[src/rtl/cla_seq_pkg.sv]
// Shared types and helpers for the bit-serial (2 bits/cycle) carry-lookahead adder sequencer.
package cla_seq_pkg;

   typedef enum logic [1:0] {
      IDLE = 2'd0,
      RUN  = 2'd1,
      DONE = 2'd2
   } state_t;

   localparam int unsigned SLICE_W = 2;

   // Slice-counter width; never narrower than one bit, even when NSLICE = 1.
   function automatic int unsigned cnt_width(input int unsigned nslice);
      return (nslice <= 1) ? 1 : $clog2(nslice);
   endfunction

endpackage

[src/rtl/cla.sv]
// 2-bit carry-lookahead adder slice: {cout, s} = a + b + cin.
module cla (
   input  logic [1:0] a,
   input  logic [1:0] b,
   input  logic       cin,
   output logic [1:0] s,
   output logic       cout
);

   logic [1:0] g;
   logic [1:0] p;
   logic       c1;

   always_comb begin
      g    = a & b;
      p    = a ^ b;
      c1   = g[0] | (p[0] & cin);
      cout = g[1] | (p[1] & g[0]) | (p[1] & p[0] & cin);
      s    = p ^ {c1, cin};
   end

endmodule

[src/rtl/cla_serial_seq.sv]
// Multi-cycle adder: feeds one 2-bit cla slice LSB-first, carry registered between slices,
// with valid/ready handshakes on operands and result.
module cla_serial_seq #(
   parameter int unsigned WIDTH = 8
) (
   input  logic             clk,
   input  logic             reset_n,
   input  logic             in_valid,
   output logic             in_ready,
   input  logic [WIDTH-1:0] a,
   input  logic [WIDTH-1:0] b,
   input  logic             cin,
   output logic             out_valid,
   input  logic             out_ready,
   output logic [WIDTH-1:0] sum,
   output logic             cout,
   output logic             busy
);

   import cla_seq_pkg::*;

   localparam int unsigned NSLICE = WIDTH / SLICE_W;
   localparam int unsigned CW     = cnt_width(NSLICE);
   localparam logic [CW-1:0] LAST = CW'(NSLICE - 1);

   if ((WIDTH < 2) || ((WIDTH % 2) != 0)) begin : g_width_check
      $error("cla_serial_seq: WIDTH must be even and >= 2");
   end

   state_t           state;
   state_t           state_nx;
   logic [CW-1:0]    cnt;
   logic             carry;
   logic [WIDTH-1:0] a_reg;
   logic [WIDTH-1:0] b_reg;
   logic [WIDTH-1:0] sum_r;
   logic             cout_r;
   logic             out_valid_r;
   logic [1:0]       slice_s;
   logic             slice_c;
   logic             last;

   assign last = (cnt == LAST);

   cla u_cla (
      .a    (a_reg[SLICE_W*cnt +: SLICE_W]),
      .b    (b_reg[SLICE_W*cnt +: SLICE_W]),
      .cin  (carry),
      .s    (slice_s),
      .cout (slice_c)
   );

   always_ff @(posedge clk or negedge reset_n) begin
      if (!reset_n) begin
         state <= IDLE;
      end else begin
         state <= state_nx;
      end
   end

   always_comb begin
      state_nx = state;
      case (state)
         IDLE:    if (in_valid)  state_nx = RUN;
         RUN:     if (last)      state_nx = DONE;
         DONE:    if (out_ready) state_nx = IDLE;
         default:                state_nx = IDLE;
      endcase
   end

   // The carry register is seeded with cin at acceptance so the first slice needs no special case.
   always_ff @(posedge clk or negedge reset_n) begin
      if (!reset_n) begin
         cnt         <= '0;
         carry       <= 1'b0;
         a_reg       <= '0;
         b_reg       <= '0;
         sum_r       <= '0;
         cout_r      <= 1'b0;
         out_valid_r <= 1'b0;
      end else begin
         case (state)
            IDLE: begin
               if (in_valid) begin
                  a_reg <= a;
                  b_reg <= b;
                  carry <= cin;
                  cnt   <= '0;
               end
            end
            RUN: begin
               sum_r[SLICE_W*cnt +: SLICE_W] <= slice_s;
               carry <= slice_c;
               if (last) begin
                  cout_r      <= slice_c;
                  out_valid_r <= 1'b1;
                  cnt         <= '0;
               end else begin
                  cnt <= cnt + CW'(1);
               end
            end
            DONE: begin
               if (out_ready) out_valid_r <= 1'b0;
            end
            default: ;
         endcase
      end
   end

   assign in_ready  = (state == IDLE);
   assign busy      = (state != IDLE);
   assign out_valid = out_valid_r;
   assign sum       = sum_r;
   assign cout      = cout_r;

endmodule

[config.mk]
export PLATFORM = sky130hd
export DESIGN_NAME = cla_serial_seq
export DESIGN_NICKNAME = d
export VERILOG_FILES = /design/src/rtl/cla_seq_pkg.sv /design/src/rtl/cla.sv /design/src/rtl/cla_serial_seq.sv
export SDC_FILE = /design/constraint.sdc
export NUM_CORES = 1
export LEC_CHECK = 0
export CAP_MARGIN = 20
export CORE_MARGIN = 2
export CORE_UTILIZATION = 45
export DETAILED_ROUTE_END_ITERATION = 10
export HOLD_SLACK_MARGIN = 0.08
export PLACE_DENSITY_LB_ADDON = 0.3
export REMOVE_ABC_BUFFERS = 1
export SLEW_MARGIN = 10
export SYNTH_ARGS = -nofsm -noshare
export SYNTH_HDL_FRONTEND = slang
export SYNTH_SLANG_ARGS = --single-unit
[constraint.sdc]
create_clock -name clk -period 6.2 [get_ports clk]
set_input_delay 1.24 -clock clk [delete_from_list [all_inputs] [get_ports clk]]
set_output_delay 1.24 -clock clk [all_outputs]
set_load 0.1 [all_outputs]
==> impl_metrics.csv, run 1 <==
group,metric,value,unit
outcome,status,"finished, final reports clean",
placed_design,dpl.cell_count,192,
sta,max_slew_margin,35.39,%
clock_tree,ctsHoldBuffers,0,
yosys,yosysUniqueCellTypes,28,
placed_design,dp_slack,2.979,ns
layout,seq_area,775.7,um^2
route,viasPerCell,5.070,
route,dr.pass1.iters,4,
floorplanning,num_rows,21,
setup_path,cp_data_arrival_time,2.35,ns
sta,tns,0,ns
floorplanning,io_pins,33,
yosys,synth-edff-count,0,
clock_tree,numCtsBuffers,5,
setup_path,path_max_fanout,10,
route,ant_nets,0,
worst_hold_path,hp-class,"flip-flop to flip-flop",
yosys,synth_flop_cell,"dfrtp_1",
clock_tree,cts_root_buf,"clkbuf_4",
yosys,synth.area.top_cells,"dfrtp_1 (50%), mux2_2 (12%), mux4_1 (6.7%), ha_1 (6.4%), o31ai_1 (3.9%)",
yosys,post_synth_inst_count,118,
layout,fin_util,58.16,%
clock_tree,clock_path_buffers,2,
floorplanning,placeableCoreArea,3337,um^2
sta,finalMaxSlewViolations,0,
layout,multi_input_area,714.4,um^2
layout,syn2layout_area_growth,24.58,%
floorplanning,fp.dieH,62.84,um
floorplanning,initial_core_util,46.68,%
sta,min_period,3.595,ns
route,drt_iter0_markers,32,
setup_path,path_cells,"or2_2, inv_1, clkdlybuf4s50_1",
yosys,yosys.area.top_type,"dfrtp_1",
layout,fillers,303,
setup_path,slowest_delay,1.12,ns
setup_path,crit_required,4.96,ns
sta,fmax,278.2,MHz
sta,setup-violations-final,0,
grt,grt_pass1_wl,4.623,mm
yosys,ys_warn_count,0,
yosys,yosys.area.top_type_share,49.80,%
clock_tree,cts.sinks,31,
clock_tree,cts_tree,"built",
route,wl_per_cell,13.42,um
setup_path,cp_slowest_cell,"clkdlybuf4s50_1",
layout,drive_gt1_share,16.23,%
sta,min_period_over_period,57.98,%
clock_tree,cts_max_level,2,
sta,setup_ws,2.605,ns
placed_design,port_buffers,32,
setup_path,cp-end-kind,"output port",
setup_path,startpoint_type,"flip-flop",
route,wl,2.684,mm
route,num_vias,1014,
sta,rsz0062_at_grt,"false",
layout,finalNonFillerCells,200,
setup_path,worstSetupPathType,"flip-flop to output port",
placed_design,dp_hpwl,1.996,mm
yosys,synth_area,1558,um^2
clock_tree,clk_pin_slew,0.11,ns
yosys,synth_common_cells,"dfrtp_1 (31), mux2_2 (16), nand2_1 (12)",
yosys,syn_avg_cell_area,13.20,um^2
placed_design,gp_congestion,0.7735,
job,cap_violations,0,
clock_tree,clk_latency,0.34,ns
grt,grt_usage,15.51,%
setup_path,cp_top_family,"buffers and inverters",
yosys,synth_seq_area_share,49.80,%
grt,antenna_found_initial,0,
grt,grt_pass1_vias,1044,
route,drc,0,
clock_tree,post-cts-setup-buffers,0,
clock_tree,cts_resized,0,
setup_path,crit_buf_inv,2,
grt,overflow,0,
floorplanning,dieArea,3948,um^2
floorplanning,die_x,62.84,um
yosys,synth-async-reset-ratio,100.0,%
layout,final_nets,183,
yosys,synth-seq-cells,31,
sta,worst_slew_pin_slew,0.9661,ns
grt,grt_max_degree,32,
yosys,yosysMostFrequentCell,"dfrtp_1",
sta,finClkSkew,0.01482,ns
sta,finalHoldViolCount,0,
layout,antennaDiodeCount,0,
## layout by cell type (no fill, tap or decap)
| master | netlist | final |
|---|---|---|
| clkbuf_1 | 0 | 2 |
| nor2_1 | 2 | 2 |
| o21bai_1 | 1 | 1 |
| clkbuf_4 | 0 | 5 |
| a31oi_1 | 1 | 1 |
| fa_1 | 1 | 1 |
| clkdlybuf4s50_1 | 0 | 32 |
| a21oi_1 | 3 | 3 |
| o21ai_1 | 1 | 1 |
| o221ai_1 | 1 | 1 |
| dfrtp_1 | 31 | 31 |
| or3b_1 | 1 | 1 |
| or2b_1 | 1 | 1 |
| a21o_1 | 1 | 1 |
| ha_1 | 8 | 8 |
| mux4_1 | 4 | 4 |
| or3_1 | 1 | 1 |
| o21ai_0 | 2 | 2 |
| buf_4 | 1 | 1 |
| nand2b_1 | 4 | 4 |
| mux2_2 | 16 | 16 |
| nor3b_4 | 1 | 1 |
| or2_2 | 1 | 1 |
| clkinv_2 | 0 | 1 |
| nand2_1 | 12 | 12 |
| a22o_1 | 2 | 2 |
| and2b_1 | 1 | 1 |
| nand3b_1 | 4 | 4 |
| inv_1 | 4 | 4 |
| xor2_1 | 1 | 1 |
| o31ai_1 | 8 | 8 |
## metal layers
metal / global-route usage [%] / vias to the layer above / part of all wire [%]
met1: 18.17 / 485 / 43
met3: 5.405 / 8 / 4.1
li1: - / 494 / -
met2: 25.40 / 27 / 50
met5: 0 / - / 0
met4: 7.500 / 0 / 2.5
## through the flow
stage | instance area, um^2 | hold WS (ns)
floorplan | 1505 | 0.4720
global placement | 1891 | 0.4599
detailed placement | 1891 | 0.4648
CTS | 1941 | 0.4859
global route | 1941 | 0.5213
finish | 1941 | 0.4774
## cell type report
cell class	instances	share of cell area [%]
tap	46	2.966
inverter	4	0.7737
clock inverter	1	0.2579
sequential	31	39.97
clock buffer	7	2.321
timing repair buffer	33	16.89
multi-input combinational	78	36.81
## worst min-delay path, cell delays in order (launching register included)
cell and delay [ns]:
dfrtp_1 0.35, nand2_1 0.05, o31ai_1 0.05
## final timing paths
check | cells after the start | slack [ns] | start | endpoint
setup / recovery | 3 | 2.61 | state[1] | in_ready
hold / removal | 2 | 0.48 | sum[3] | sum[3]
setup reg to reg | 5 | 3.78 | cnt[0] | sum[3]
hold reg to reg | 2 | 0.48 | sum[3] | sum[3]
max in group asynchronous | 2 | 4.62 | reset_n | a_reg[2]
min in group asynchronous | 2 | 1.28 | reset_n | cnt[0]
## cell families (layout without fill, tap and decap cells)
kind of cell | Yosys count | count (layout) | synth area share, %
flops | 31 | 31 | 49.80
simple gates | 28 | 28 | 10.44
compound gates | 20 | 20 | 8.836
mux | 20 | 20 | 18.31
fa+ha+maj | 9 | 9 | 7.711
buf+inv | 9 | 45 | 4.337
xor+xnor | 1 | 1 | 0.5624
Power of run 1 is not shown: default switching activity piles up to over one toggle a cycle in this logic, so the estimate is an artifact.
==> run 2: changes to the inputs <==
==> constraint.sdc (replaced) <==
create_clock -name clk -period 3.32 [get_ports clk]
set_input_delay 0.664 -clock clk [delete_from_list [all_inputs] [get_ports clk]]
set_output_delay 0.664 -clock clk [all_outputs]
set_load 0.1 [all_outputs]
==> run 2 against run 1 <==
Net effect:
- via count decreased by 1.8%
- critical path depth increased by 2
- hold slack improved by 0.0016 ns
- core utilization decreased by 0.11 points
- flip-flop and latch count unchanged
- highest routed layer unchanged
- critical endpoint is now sum[3]
- first-iteration DRC count decreased by 3.1%
- clock skew decreased by 0.010 ns
- worst setup slack got worse by 1.7 ns
- final cell count increased by 0.50%
- count of clock-buffer cells in the layout increased by 1
- global-route usage decreased by 0.63 points
- sequential share of layout area increased by 0.077 points
==> impl_metrics.csv, run 2 (synthesized netlist as in run 1, its figures left out) <==
group,metric,value,unit
clock_tree,cts_root_buf,"clkbuf_4",
setup_path,startpoint_type,"flip-flop",
sta,rsz0062_at_grt,"false",
route,drc,0,
layout,drive_gt1_share,25.16,%
sta,setup-violations-final,0,
sta,worst_slew_pin_slew,0.4247,ns
floorplanning,dieArea,3948,um^2
setup_path,crit_buf_inv,0,
clock_tree,cts.sinks,31,
grt,grt_pass1_wl,4.512,mm
sta,max_slew_margin,71.68,%
route,num_vias,996,
sta,finalHoldViolCount,0,
setup_path,cp-end-kind,"flip-flop",
grt,overflow,0,
placed_design,port_buffers,32,
worst_hold_path,min_from,"sum[7]",
setup_path,ff2ff_path_depth,5,
placed_design,dp_hpwl,1.926,mm
sta,tns,0,ns
clock_tree,numCtsBuffers,5,
grt,grt_usage,14.88,%
floorplanning,initial_core_util,46.68,%
clock_tree,cts_tree,"built",
sta,finClkSkew,0.004465,ns
setup_path,cp_slowest_cell,"mux4_1",
floorplanning,num_rows,21,
setup_path,worstSetupPathType,"flip-flop to flip-flop",
job,cap_violations,0,
setup_path,r2r_start,"cnt[0]",
grt,grt_max_degree,32,
sta,min_period_over_period,71.76,%
grt,antenna_found_initial,0,
setup_path,critical_path_depth,5,
clock_tree,clk_latency,0.32,ns
setup_path,crit_required,3.55,ns
route,ant_nets,0,
sta,finalMaxSlewViolations,0,
sta,fmax,419.7,MHz
route,viasPerCell,4.955,
layout,final_cell_mix,"dfrtp_1 (31), clkdlybuf4s50_1 (20), mux2_2 (16), buf_4 (14), nand2_1 (12)",
clock_tree,ctsHoldBuffers,0,
outcome,status,"finished, final reports clean",
floorplanning,placeableCoreArea,3337,um^2
clock_tree,post-cts-setup-buffers,0,
layout,antennaDiodeCount,0,
worst_hold_path,min_path_cells,2,
setup_path,rr_endpoint,"sum[3]",
clock_tree,clock_path_buffers,2,
worst_hold_path,hp-class,"flip-flop to flip-flop",
route,drt_iter0_markers,31,
route,wl,2.551,mm
setup_path,r2r_slack,0.94,ns
setup_path,cp_data_arrival_time,2.61,ns
floorplanning,io_pins,33,
layout,final_common_cell,"dfrtp_1",
layout,syn2layout_area_growth,24.34,%
sta,min_period,2.383,ns
route,wl_per_cell,12.69,um
layout,final_nets,184,
setup_path,slowest_delay,0.67,ns
clock_tree,clk_pin_slew,0.09,ns
route,dr.pass1.iters,4,
clock_tree,cts_max_level,2,
floorplanning,fp.dieH,62.84,um
grt,grt_pass1_vias,1049,
floorplanning,die_x,62.84,um
setup_path,cp_top_family,"multiplexers",
clock_tree,cts_resized,0,
worst_hold_path,min_delay_worst_endpoint,"sum[7]",
placed_design,gp_congestion,0.8060,
setup_path,path_max_fanout,12,
setup_path,path_cells,"mux4_1, fa_1, xor2_1, nand2b_1, o31ai_1",
-- run 2: cell types whose count changed in the layout (fill, tap and decap cells not counted), sizes merged --
cell | previous run | this run
clkbuf | 7 | 8
clkdlybuf4s50 | 32 | 20
clkinv | 1 | 0
buf | 1 | 14
-- run 2: final cells by class --
class                   instances  area [um^2]
inverters                       4        15.01
multi-input cells              78        714.4
flip-flops and latches         31        775.7
well taps                      46        57.56
clock buffers                   8        68.82
repair buffers                 34        305.3
fillers                       296         1400
-- run 2: how the worst max path moves through the flow --
stage | endpoint | slack (ns) | start
final | sum[3] | 0.94 | cnt[0]
after global routing | sum[3] | 0.76 | cnt[0]
after CTS | sum[3] | 0.90 | cnt[0]
after detailed placement | sum[3] | 0.91 | cnt[0]
after global placement | sum[5] | 1.03 | cnt[0]
after floorplan | in_ready | 0.97 | state[0]
-- run 2: tightest hold or removal path, stage by stage, from the launching register on --
cell     delay [ns]
dfrtp_1        0.35
nand2_1        0.05
o31ai_1        0.05
-- run 2: metrics by stage --
stage                     util [%]  hold slack [ns]  setup WS [ns]  instance area [um^2]  cells
after floorplan                  -           0.3684         0.9667                  1505    113
after global placement       55.98           0.4653          1.027                  1868    193
after detailed placement     55.98           0.4687         0.9104                  1868    193
after CTS                    58.04           0.4893         0.8971                  1937    201
after global routing         58.04           0.5266         0.7618                  1937    201
final                        58.04           0.4790         0.9374                  1937    201
-- run 2: routing by layer --
metal | track usage, % | wire length [um] | up-vias
met5 | 0 | 0 | -
met4 | 5.833 | 28 | 0
met3 | 5.946 | 155 | 4
met2 | 26.08 | 1293 | 25
met1 | 16.01 | 1074 | 468
li1 | - | - | 499
Power of run 2 is left out for the same reason.
==> run 3: changes to the inputs <==
==> constraint.sdc (replaced) <==
create_clock -name clk -period 2.46 [get_ports clk]
set_input_delay 0.492 -clock clk [delete_from_list [all_inputs] [get_ports clk]]
set_output_delay 0.492 -clock clk [all_outputs]
set_load 0.1 [all_outputs]
==> run 3 against run 2 <==
Net effect:
- cell area rose by 0.26%
- die area did not move
- sequential share of layout area barely moved
- flip-flop and latch count did not move
- register-to-register slack got worse by 0.68 ns
- wire length rose by 9.2%
- count of clock-buffer cells in the layout fell by 3
- via count rose by 4.3%
- final cell count rose by 0.50%
- critical path depth did not move
- first-iteration DRC count rose by 68%
==> impl_metrics.csv, run 3 (synthesized netlist as in run 1, its figures left out) <==
group,metric,value,unit
outcome,status,"finished, final reports clean",
sta,finalMaxSlewViolations,0,
sta,setup-violations-final,0,
grt,use_met3,6.667,%
setup_path,startpoint_type,"flip-flop",
sta,finalHoldViolCount,0,
sta,fmax,454.8,MHz
layout,drive_gt1_share,26.92,%
placed_design,dp_hpwl,2.083,mm
route,num_vias,1039,
job,cap_violations,0,
sta,tns,0,ns
setup_path,cp-end-kind,"flip-flop",
layout,final_nets,185,
setup_path,crit_required,2.69,ns
sta,finClkSkew,0.009056,ns
clock_tree,cts_max_level,2,
route,wl,2.786,mm
grt,grt_pass1_vias,1042,
layout,fin_util,58.19,%
clock_tree,ctsHoldBuffers,0,
clock_tree,clk_latency,0.33,ns
clock_tree,numCtsBuffers,5,
grt,grt_max_degree,32,
worst_hold_path,hp-class,"flip-flop to flip-flop",
clock_tree,post-cts-setup-buffers,0,
clock_tree,clk_pin_slew,0.10,ns
grt,antenna_found_initial,0,
clock_tree,cts_root_buf,"clkbuf_4",
sta,worst_slew_pin_slew,0.3783,ns
sta,min_period,2.199,ns
clock_tree,cts_tree,"built",
setup_path,path_max_fanout,6,
placed_design,gp_congestion,0.8184,
floorplanning,fp.dieH,62.84,um
setup_path,crit_buf_inv,0,
layout,final_common_cell,"dfrtp_1",
setup_path,worstSetupPathType,"flip-flop to flip-flop",
floorplanning,io_pins,33,
sta,min_period_over_period,89.38,%
grt,use_met1,19.15,%
setup_path,cp_data_arrival_time,2.43,ns
setup_path,cp_slowest_cell,"mux4_1",
floorplanning,num_rows,21,
route,ant_nets,0,
grt,grt_pass1_wl,4.878,mm
placed_design,port_buffers,32,
route,drt_iter0_markers,52,
floorplanning,initial_core_util,46.68,%
layout,antennaDiodeCount,0,
floorplanning,die_x,62.84,um
route,wl_per_cell,13.79,um
grt,grt_usage,16.38,%
route,viasPerCell,5.144,
layout,final_cell_mix,"dfrtp_1 (30), clkdlybuf4s50_1 (20), mux2_2 (16), buf_4 (14), nand2_1 (12)",
setup_path,path_cells,"mux4_1, fa_1, xor2_1, nand2b_1, o31ai_1",
route,drc,0,
floorplanning,placeableCoreArea,3337,um^2
sta,hold_slack,0.4912,ns
route,dr.pass1.iters,4,
layout,syn2layout_area_growth,24.66,%
layout,fillers,297,
floorplanning,dieArea,3948,um^2
grt,use_met2,27.55,%
setup_path,slowest_delay,0.63,ns
grt,grt_busiest_layer,"met2",
setup_path,cp_top_family,"multiplexers",
clock_tree,cts_resized,0,
grt,overflow,0,
clock_tree,clock_path_buffers,2,
clock_tree,cts.sinks,31,
sta,max_slew_margin,74.78,%
sta,rsz0062_at_grt,"false",
run 3: changes by cell type in the layout (fill, tap and decap cells not counted):
cell	change
dfrtp_1	-1
clkinv_2	+3
clkbuf_8	-2
clkbuf_1	-1
dfrtp_2	+1
buf_12	+1
run 3: through the flow:
stage	setup slack (ns)	cell area (um^2)	cells
after floorplan	0.2787	1505	113
after global routing	0.06653	1942	202
after CTS	0.1536	1941	202
after global placement	0.2874	1888	194
after detailed placement	0.2000	1888	194
final	0.2612	1942	202
run 3: worst min-delay path, stage by stage (launching register included):
cell and delay [ns]:
dfrtp_1 0.36, nand2_1 0.05, o31ai_1 0.05
run 3: routing by layer:
metal  part of all wire [%]  vias to the layer above
met5                      0                        -
met4                    1.4                        0
li1                       -                      504
met2                     51                       25
met3                    5.6                        5
met1                     42                      505
run 3: final timing paths:
kind,from,to,slack (ns),depth (start not counted)
worst min-delay path,sum[2],sum[2],0.49,2
max in group asynchronous,reset_n,cnt[0],1.62,2
worst max-delay path,cnt[0],sum[7],0.26,5
min in group asynchronous,reset_n,a_reg[2],0.54,2
worst min register to register,sum[2],sum[2],0.49,2
worst max register to register,cnt[0],sum[7],0.26,5
run 3: area by class of cell:
class	count	area (um^2)	share of cell area [%]
tap	46	57.56	2.964
clock inverter	3	15.01	0.7732
timing repair buffer	35	325.3	16.75
clock buffer	5	37.54	1.933
inverter	4	15.01	0.7732
multi-input combinational	78	714.4	36.79
sequential	31	777.0	40.01
Power of run 3 is left out for the same reason.
